<file path="src/rtl/banked_regfile_pkg.sv">
// ============================================================================
// Module   : banked_regfile_pkg
// Brief    : Shared step codes, selector layout and reset defaults for the
//            banked register file.
// Revision : 1.0 - initial release
// ============================================================================
`default_nettype none

package banked_regfile_pkg;

  typedef enum logic [1:0] {
    STEP_IDLE0  = 2'd0,
    STEP_DECODE = 2'd1,
    STEP_IDLE2  = 2'd2,
    STEP_COMMIT = 2'd3
  } step_e;

  // Selector layout is {bank, direct, index}; index occupies the low IDX_W bits.
  localparam int SEL_IDX_LSB = 0;

  function automatic int sel_direct_bit(input int idx_w);
    return idx_w;
  endfunction

  function automatic int sel_bank_bit(input int idx_w);
    return idx_w + 1;
  endfunction

  // Meaning of {bank, direct} when index is 0.
  localparam logic [1:0] SPECIAL_PC      = 2'b00;
  localparam logic [1:0] SPECIAL_ZERO    = 2'b01;
  localparam logic [1:0] SPECIAL_FLAGS   = 2'b10;
  localparam logic [1:0] SPECIAL_BANKING = 2'b11;

  localparam logic [15:0] BANKING_RESET_DEFAULT = 16'h00E0;

endpackage

`default_nettype wire

</file>
<file path="src/rtl/regfile_sel_decode.sv">
// ============================================================================
// Module   : regfile_sel_decode
// Brief    : Pure decoder from a {bank, direct, index} selector to its fields
//            and the special index-0 targets.
// Revision : 1.0 - initial release
// ============================================================================
`default_nettype none

module regfile_sel_decode
  import banked_regfile_pkg::*;
#(
  parameter int IDX_W = 2
) (
  input  logic [IDX_W+1:0] sel,
  output logic             is_pc,
  output logic             is_zero,
  output logic             is_flags,
  output logic             is_banking,
  output logic             bank,
  output logic             direct,
  output logic [IDX_W-1:0] idx
);

  logic       w_idx_zero;
  logic [1:0] w_mode;

  assign bank       = sel[sel_bank_bit(IDX_W)];
  assign direct     = sel[sel_direct_bit(IDX_W)];
  assign idx        = sel[SEL_IDX_LSB +: IDX_W];
  assign w_idx_zero = (idx == '0);
  assign w_mode     = {bank, direct};

  assign is_pc      = w_idx_zero && (w_mode == SPECIAL_PC);
  assign is_zero    = w_idx_zero && (w_mode == SPECIAL_ZERO);
  assign is_flags   = w_idx_zero && (w_mode == SPECIAL_FLAGS);
  assign is_banking = w_idx_zero && (w_mode == SPECIAL_BANKING);

endmodule

`default_nettype wire

</file>
<file path="src/rtl/banked_register_file.sv">
// ============================================================================
// Module   : banked_register_file
// Brief    : PC, flags, banking and normal/banked general registers with two
//            latched read selectors and one write port, sequenced by step.
//            Banked set enabled by defining BANKED_REGFILE_BANKING_EN.
// Revision : 1.0 - initial release
// ============================================================================
`default_nettype none

module banked_register_file
  import banked_regfile_pkg::*;
#(
  parameter int               WIDTH         = 16,
  parameter int               NUM_REGS      = 3,
  parameter logic [WIDTH-1:0] PC_RESET      = '0,
  parameter logic [WIDTH-1:0] BANKING_RESET = WIDTH'(BANKING_RESET_DEFAULT),
  parameter int               IDX_W         = $clog2(NUM_REGS + 1)
) (
  input  logic             clock,
  input  logic             reset,
  input  logic [1:0]       step,
  input  logic [IDX_W+1:0] desired_source,
  input  logic [IDX_W+1:0] desired_destination,
  input  logic [WIDTH-1:0] write_value,
  input  logic             write_enable,
  input  logic             push,
  input  logic             pop,
  input  logic             inc_enable,
  input  logic [WIDTH-1:0] flags_in,
  input  logic             write_flags,
  output logic [WIDTH-1:0] source_value,
  output logic [WIDTH-1:0] destination_value,
  output logic [WIDTH-1:0] pc,
  output logic [WIDTH-1:0] flags,
  output logic [WIDTH-1:0] banking,
  output logic             source_banked,
  output logic             destination_banked
);

`ifdef BANKED_REGFILE_BANKING_EN
  localparam int c_num_sets = 2;
`else
  localparam int c_num_sets = 1;
`endif
  localparam int               c_slots   = 2 ** IDX_W;
  localparam logic [IDX_W-1:0] c_max_idx = IDX_W'(NUM_REGS);

  logic [IDX_W+1:0] r_src_sel;
  logic [IDX_W+1:0] r_dst_sel;
  logic [WIDTH-1:0] r_pc;
  logic [WIDTH-1:0] r_flags;
  logic [WIDTH-1:0] r_gpr [c_num_sets][c_slots];

  logic             w_src_is_pc, w_src_is_zero, w_src_is_flags, w_src_is_banking;
  logic             w_src_bank, w_src_direct;
  logic [IDX_W-1:0] w_src_idx;
  logic             w_dst_is_pc, w_dst_is_zero, w_dst_is_flags, w_dst_is_banking;
  logic             w_dst_bank, w_dst_direct;
  logic [IDX_W-1:0] w_dst_idx;

  logic w_src_set, w_dst_set;
  logic w_src_gen, w_dst_gen;
  logic w_commit, w_wr_hit, w_push_hit, w_pop_hit;
  logic w_wr_sel   [c_num_sets][c_slots];
  logic w_push_sel [c_num_sets][c_slots];
  logic w_pop_sel  [c_num_sets][c_slots];
  logic [WIDTH-1:0] w_src_gpr, w_dst_gpr;

  regfile_sel_decode #(.IDX_W(IDX_W)) u_src_dec (
    .sel        (r_src_sel),
    .is_pc      (w_src_is_pc),
    .is_zero    (w_src_is_zero),
    .is_flags   (w_src_is_flags),
    .is_banking (w_src_is_banking),
    .bank       (w_src_bank),
    .direct     (w_src_direct),
    .idx        (w_src_idx)
  );

  regfile_sel_decode #(.IDX_W(IDX_W)) u_dst_dec (
    .sel        (r_dst_sel),
    .is_pc      (w_dst_is_pc),
    .is_zero    (w_dst_is_zero),
    .is_flags   (w_dst_is_flags),
    .is_banking (w_dst_is_banking),
    .bank       (w_dst_bank),
    .direct     (w_dst_direct),
    .idx        (w_dst_idx)
  );

`ifdef BANKED_REGFILE_BANKING_EN
  logic [WIDTH-1:0] r_banking;

  assign w_src_set          = w_src_bank;
  assign w_dst_set          = w_dst_bank;
  assign banking            = r_banking;
  assign source_banked      = w_src_bank && (w_src_idx != '0);
  assign destination_banked = w_dst_bank && (w_dst_idx != '0);

  always_ff @(posedge clock) begin
    if (reset) begin
      r_banking <= BANKING_RESET;
    end else if ((step == STEP_COMMIT) && write_enable && w_dst_is_banking) begin
      r_banking <= write_value;
    end
  end
`else
  // Single set: the bank bit only distinguishes special index-0 targets.
  logic w_unused_cfg;

  assign w_src_set          = 1'b0;
  assign w_dst_set          = 1'b0;
  assign banking            = '0;
  assign source_banked      = 1'b0;
  assign destination_banked = 1'b0;
  assign w_unused_cfg       = ^{w_src_bank, w_dst_bank, BANKING_RESET};
`endif

  assign w_src_gen  = (w_src_idx != '0) && (w_src_idx <= c_max_idx);
  assign w_dst_gen  = (w_dst_idx != '0) && (w_dst_idx <= c_max_idx);
  assign w_commit   = (step == STEP_COMMIT);
  assign w_wr_hit   = write_enable && w_dst_direct && w_dst_gen;
  assign w_push_hit = push && !w_dst_direct && w_dst_gen;
  assign w_pop_hit  = pop && !w_src_direct && w_src_gen;
  assign w_src_gpr  = r_gpr[w_src_set][w_src_idx];
  assign w_dst_gpr  = r_gpr[w_dst_set][w_dst_idx];

  always_comb begin
    for (int s = 0; s < c_num_sets; s++) begin
      for (int k = 0; k < c_slots; k++) begin
        w_wr_sel[s][k]   = w_wr_hit && (w_dst_set == 1'(s)) && (w_dst_idx == IDX_W'(k));
        w_push_sel[s][k] = w_push_hit && (w_dst_set == 1'(s)) && (w_dst_idx == IDX_W'(k));
        w_pop_sel[s][k]  = w_pop_hit && (w_src_set == 1'(s)) && (w_src_idx == IDX_W'(k));
      end
    end
  end

  always_comb begin
    source_value = '0;
    if (w_src_is_pc)           source_value = r_pc;
    else if (w_src_is_zero)    source_value = '0;
    else if (w_src_is_flags)   source_value = r_flags;
    else if (w_src_is_banking) source_value = banking;
    else if (w_src_gen)        source_value = w_src_gpr;
  end

  always_comb begin
    destination_value = '0;
    if (w_dst_is_pc)           destination_value = r_pc;
    else if (w_dst_is_zero)    destination_value = '0;
    else if (w_dst_is_flags)   destination_value = r_flags;
    else if (w_dst_is_banking) destination_value = banking;
    else if (w_dst_gen)        destination_value = w_dst_gpr;
  end

  always_ff @(posedge clock) begin
    if (reset) begin
      r_pc      <= PC_RESET;
      r_flags   <= '0;
      r_src_sel <= '0;
      r_dst_sel <= '0;
      for (int s = 0; s < c_num_sets; s++) begin
        for (int k = 1; k <= NUM_REGS; k++) begin
          r_gpr[s][k] <= '0;
        end
      end
    end else begin
      if (step == STEP_DECODE) begin
        r_src_sel <= desired_source;
        r_dst_sel <= desired_destination;
      end
      if (w_commit) begin
        if (write_flags)                          r_flags <= flags_in;
        else if (write_enable && w_dst_is_flags)  r_flags <= write_value;
        if (write_enable && w_dst_is_pc)          r_pc <= write_value;
        else if (inc_enable)                      r_pc <= r_pc + WIDTH'(1);
        // A direct write wins; a simultaneous push and pop on one pointer cancel.
        for (int s = 0; s < c_num_sets; s++) begin
          for (int k = 1; k <= NUM_REGS; k++) begin
            if (w_wr_sel[s][k])
              r_gpr[s][k] <= write_value;
            else if (w_push_sel[s][k] && !w_pop_sel[s][k])
              r_gpr[s][k] <= r_gpr[s][k] - WIDTH'(1);
            else if (w_pop_sel[s][k] && !w_push_sel[s][k])
              r_gpr[s][k] <= r_gpr[s][k] + WIDTH'(1);
          end
        end
      end
    end
  end

  assign pc    = r_pc;
  assign flags = r_flags;

endmodule

`default_nettype wire

</file>
<file path="config.mk">
export PLATFORM = sky130hd
export DESIGN_NAME = banked_register_file
export DESIGN_NICKNAME = d
export VERILOG_FILES = /design/src/rtl/banked_regfile_pkg.sv /design/src/rtl/regfile_sel_decode.sv /design/src/rtl/banked_register_file.sv
export SDC_FILE = /design/constraint.sdc
export NUM_CORES = 1
export LEC_CHECK = 0
export CORE_MARGIN = 5
export CORE_UTILIZATION = 24
export CTS_BUF_LIST = sky130_fd_sc_hd__clkbuf_16
export DETAILED_ROUTE_END_ITERATION = 16
export GPL_TIMING_DRIVEN = 0
export PLACE_DENSITY = 0.52
export SLEW_MARGIN = 5
export SYNTH_ARGS = -nofsm -noshare
export SYNTH_HDL_FRONTEND = slang
export SYNTH_HIERARCHICAL = 1
export SYNTH_SLANG_ARGS = --single-unit
</file>
<file path="constraint.sdc">
create_clock -name clock -period 7.5 [get_ports clock]
set_input_delay 1.875 -clock clock [delete_from_list [all_inputs] [get_ports clock]]
set_output_delay 1.875 -clock clock [all_outputs]
set_load 0.01 [all_outputs]
</file>
Word-level counts from Yosys, hierarchy flattened:

Memories as Yosys holds them, arrays and structs flattened.
Index checks and enable logic that the tools add are counted.
W data, S select, Z words.

* register bits after elaboration: 40
* latch bits: 0
* bits in writable memories: 48
* ROM bits: 0
* output and inout bits: 82
* logic and storage cells: 177
* memories: 1

Memories
* r_gpr: depth 1, bits a word 48, read ports 2, clocked after Yosys merged registers in 0, wr ports 3, RTL line banked_register_file.sv:52 `logic [WIDTH-1:0] r_gpr [c_num_sets][c_slots];`

* add/subtract/negate cells: 7
* multipliers: 0
* div/mod/pow operators: 0
* order comparisons: 4
* equality and inequality tests: 14
* shifts and indexed selects: 0
* muxes and demuxes: 85
* bitwise operators: 2
* reduce and logical (&&, ||, !) cells: 60

Operator list (count)
* $mux W48: 9
* $reduce_or A48 Y1: 9
* $mux W16: 18
* $add A16 B1 Y16 const B: 4
* $bmux W16 S2: 2
* $sub A16 B1 Y16 const B: 3
* $mux W1: 47
* $logic_and A1 B1 Y1: 33
* $eq A2 B2 Y1 const B: 9
* $mux W2: 9
* $eq A2 B1 Y1 const B: 5
* $logic_not A1 Y1: 8
* $logic_not A2 Y1: 4
* $reduce_bool A2 Y1: 4
* $ge A3 B3 Y1 const B: 2
* $not A2 Y3: 2
* $le A2 B2 Y1 const B: 2
* $reduce_and A2 Y1: 2

Logic depth before layout (Yosys ltp):

* depth after elaboration: 14
* gate-level depth with buffers: 9
* depth with buffers taken out: 7

By module:

Netlist, hierarchy kept.

By module, submodules not included
* banked_register_file: instances 1, cells an instance 914, area each 7583.5 µm²
* regfile_sel_decode: instances 2, cells an instance 8, area each 66.3 µm²

Worst setup path before layout:

No wires, ideal clock.

* path type: input-to-reg
* start point: input port reset
* end point: memory r_gpr[0][0] (netlist name) (enable)
* arrival: 3452 ps
* required time: 7106 ps
* slack: 3653 ps
* stages on the path: 7
* path buffers: 3
* cells stage by stage: buf_6 > nand3b_4 > buf_6 > nor4b_2 > buf_2 > nor2_1 > o211ai_1

RTL lines
* start: declaration: RTL line banked_register_file.sv:20 `input logic reset,`
* end: declaration: RTL line banked_register_file.sv:52

Worst setup path after layout:

* start point: register r_src_sel[0]
* end point: output port source_value[13]

* longest elaborated chain between the ends: 9
* elaborated cells on any way between the ends: 17
* classes of those cells: 1 x order compare; 8 x mux; 1 x bitwise; 7 x reduce/logical

RTL lines
* start: declaration: RTL line banked_register_file.sv:48 `logic [IDX_W+1:0] r_src_sel;`
* start signal: assignment: RTL line banked_register_file.sv:169 `r_src_sel <= desired_source;`
* $not A2 Y3 (not written as such): RTL line banked_register_file.sv:125 `assign w_src_gpr = r_gpr[w_src_set][w_src_idx];`
* $bmux W16 S2: RTL line banked_register_file.sv:125
* $mux W16 (not written as such) (2 in a row): RTL line banked_register_file.sv:125
* $mux W16: RTL line banked_register_file.sv:144 `else if (w_src_gen) source_value = w_src_gpr;`
* $mux W16: RTL line banked_register_file.sv:143 `else if (w_src_is_banking) source_value = banking;`
* $mux W16: RTL line banked_register_file.sv:142 `else if (w_src_is_flags) source_value = r_flags;`
* $mux W16: RTL line banked_register_file.sv:141 `else if (w_src_is_zero) source_value = '0;`
* $mux W16 (*): RTL line banked_register_file.sv:140 `if (w_src_is_pc) source_value = r_pc;`
* end: declaration: RTL line banked_register_file.sv:31 `output logic [WIDTH-1:0] source_value,`

Every way passes the cells marked *; elsewhere a longest branch is shown, timed or not. The select of a mux whose other input is x is not followed.

==> impl_metrics.toml <==
[grt]
antenna_found_initial = 0
grt_pass1_wl_um = 46900
grt_pass1_vias = 7404
grt_max_degree = 17
track_usage = 0.169
overflow = 0

[timing]
worstMarginPinSlew_ns = 1.04
timing.hold.ws_ns = 0.548
finClkSkew_ns = 0.00756
fin_crit_sh = 0.689
report.final.setup_viol = 0
fmax_mhz = 194
final.setup.tns_ns = 0
timing.slew.headroom = 0.301
final_max_slew_viol_count = 0
layout_min_cycle_time_ns = 5.17
worst_slack_ns = 2.33
rsz0062_at_grt = "no"
hold_viol_final = 0

[cts]
cts_resized = 0
cts_setup_buffers = 0
cts_tree = "done"
cts.sinks = 88
numCtsBuffers = 9
htree_levels = 3
clkLatencyLatePin_ns = 0.36
cts.clk_slew.worst_paths_ns = 0.08
postCtsHoldBufs = 0
root_buffer = "clkbuf_16"
cts_buffer_depth = 2

[job]
maxCapViolCount = 0

[routing]
routed_wl_um = 31800
drt_drc_violations_left = 0
met2_length_um = 14800
first_pass_iters = 5
vias = 7969
wire_per_inst_um = 21.5
routedLengthMet1_um = 13900
top_layer_used = "met4"
antenna_left = 0
viasPerCell = 5.40
first_iter_violations = 929
route.met3.wl_um = 2350

[critical_path]
critical_path.slowest_cell = "clkdlybuf4s50_1"
start_kind = "register"
cp.required_ns = 5.62
critPathMaxStageDelay_ns = 0.60
path_class = "register to output pin"
timing.rr.end = "r_gpr[0][43]"
arrival_ns = 3.29
r2r_slack_ns = 4.45
end_kind = "output pin"
path_cells = "buf_4, clkbuf_1, nor2b_1, clkbuf_1, a22o_1, a22oi_1, o21ai_0, clkdlybuf4s50_1"
cpMostUsedCell = "clkbuf_1"
critPathMaxFanout = 10
reg2reg_depth = 7
timing.rr.start = "r_src_sel[0]"

[pwr]
power.internal_uw = 910
p_clk_frac = 0.352
power_switching_uw = 445
pwr-share-comb = 0.240
powerDensity_nw_per_um2 = 140
switching_share = 0.328
seq_power_share = 0.409
p_leak_nw = 3.20
peakVddDrop_mv = 0.106

[cells_and_area]
post-route-util = 0.306
nFillCells = 3334
drive_gt1_frac = 0.109
mostFrequentLayoutCells = "110 x clkdlybuf4s50_1, 93 x nand2_1, 78 x nor2_1, 76 x o21ai_0, 64 x clkbuf_1"
antenna_cells = 0
nets = 1126
layout_commonest_cell = "clkdlybuf4s50_1"
fin_area_um2 = 9700
syn2layout_area_growth_pct = 25.9

[worst_hold_path]
hp-start = "flags[5]"
worstHoldPathCells = 2
holdPathEnd = "flags[5]"
hp-class = "register to register"

[floorplanning]
die_h_um = 189
coreArea_um2 = 31600
die_w_um = 189
dieArea_um2 = 35800
rows = 65
initial_core_util = 0.243
pin_count = 131

[placed_design]
place_area_um2 = 9400
detailed_place_hpwl_um = 24300
io_buffers = 110
dp_slack_ns = 2.70
finalWeightedCongestion = 0.922

[synthesis]
syn_area_per_cell_um2 = 8.30
syn_inst = 928
ys.warnings.count = 6
syn-cell-area_um2 = 7700

[outcome]
status = "complete, no violations"
## power by group through the flow
stage               combinational [mW]  sequential (mW)  clock (mW)
CTS                              0.323            0.553       0.484
floorplan                        0.180            0.559           0
global placement                 0.319            0.564           0
global route                     0.348            0.557       0.506
detailed placement               0.321            0.564           0
finish                           0.325            0.554       0.476
## area by class of cell
cell class	count	area (um^2)	share of cell area
sequential	88	2240	0.231
multi-input combinational	728	4880	0.504
tap	402	503	0.0519
clock inverter	6	46.3	0.00477
clock buffer	10	250	0.0258
buffer	116	589	0.0608
inverter	13	48.8	0.00503
timing repair buffer	114	1130	0.117
## routing by layer
metal	global-route usage	vias up
li1	-	3715
met1	0.231	3874
met2	0.276	339
met3	0.0253	41
met4	0.0535	0
met5	0	-
## worst max-delay path: cells and delay by family (launching register included)
kind / cells / cell delay (ns)
flops: 1 / 0.36
compound gates: 3 / 0.63
buf+inv: 4 / 1.46
simple gates: 1 / 0.48
## how the worst max path moves through the flow
stage                                 end          from  cells past startpoint
finish                   source_value[13]  r_src_sel[0]                      8
detailed placement           r_gpr[0][10]       step[0]                      8
CTS                 destination_value[13]  r_dst_sel[1]                      8
global route        destination_value[13]  r_dst_sel[1]                      8
floorplan                     r_gpr[0][0]         reset                      7
global placement             r_gpr[0][10]       step[0]                      7
## metrics by stage
step / cells / total power, mW
floorplan: 945 / 0.739
global placement: 1457 / 0.883
detailed placement: 1461 / 0.885
CTS: 1477 / 1.36
global route: 1477 / 1.41
finish: 1477 / 1.35
## sequential cells by signal, indices dropped and copies added, names as in the netlist
register and count:
flags 16, r_dst_sel 4, r_src_sel 4, pc 16
r_gpr 48
Power figures use the tool's default switching activity.
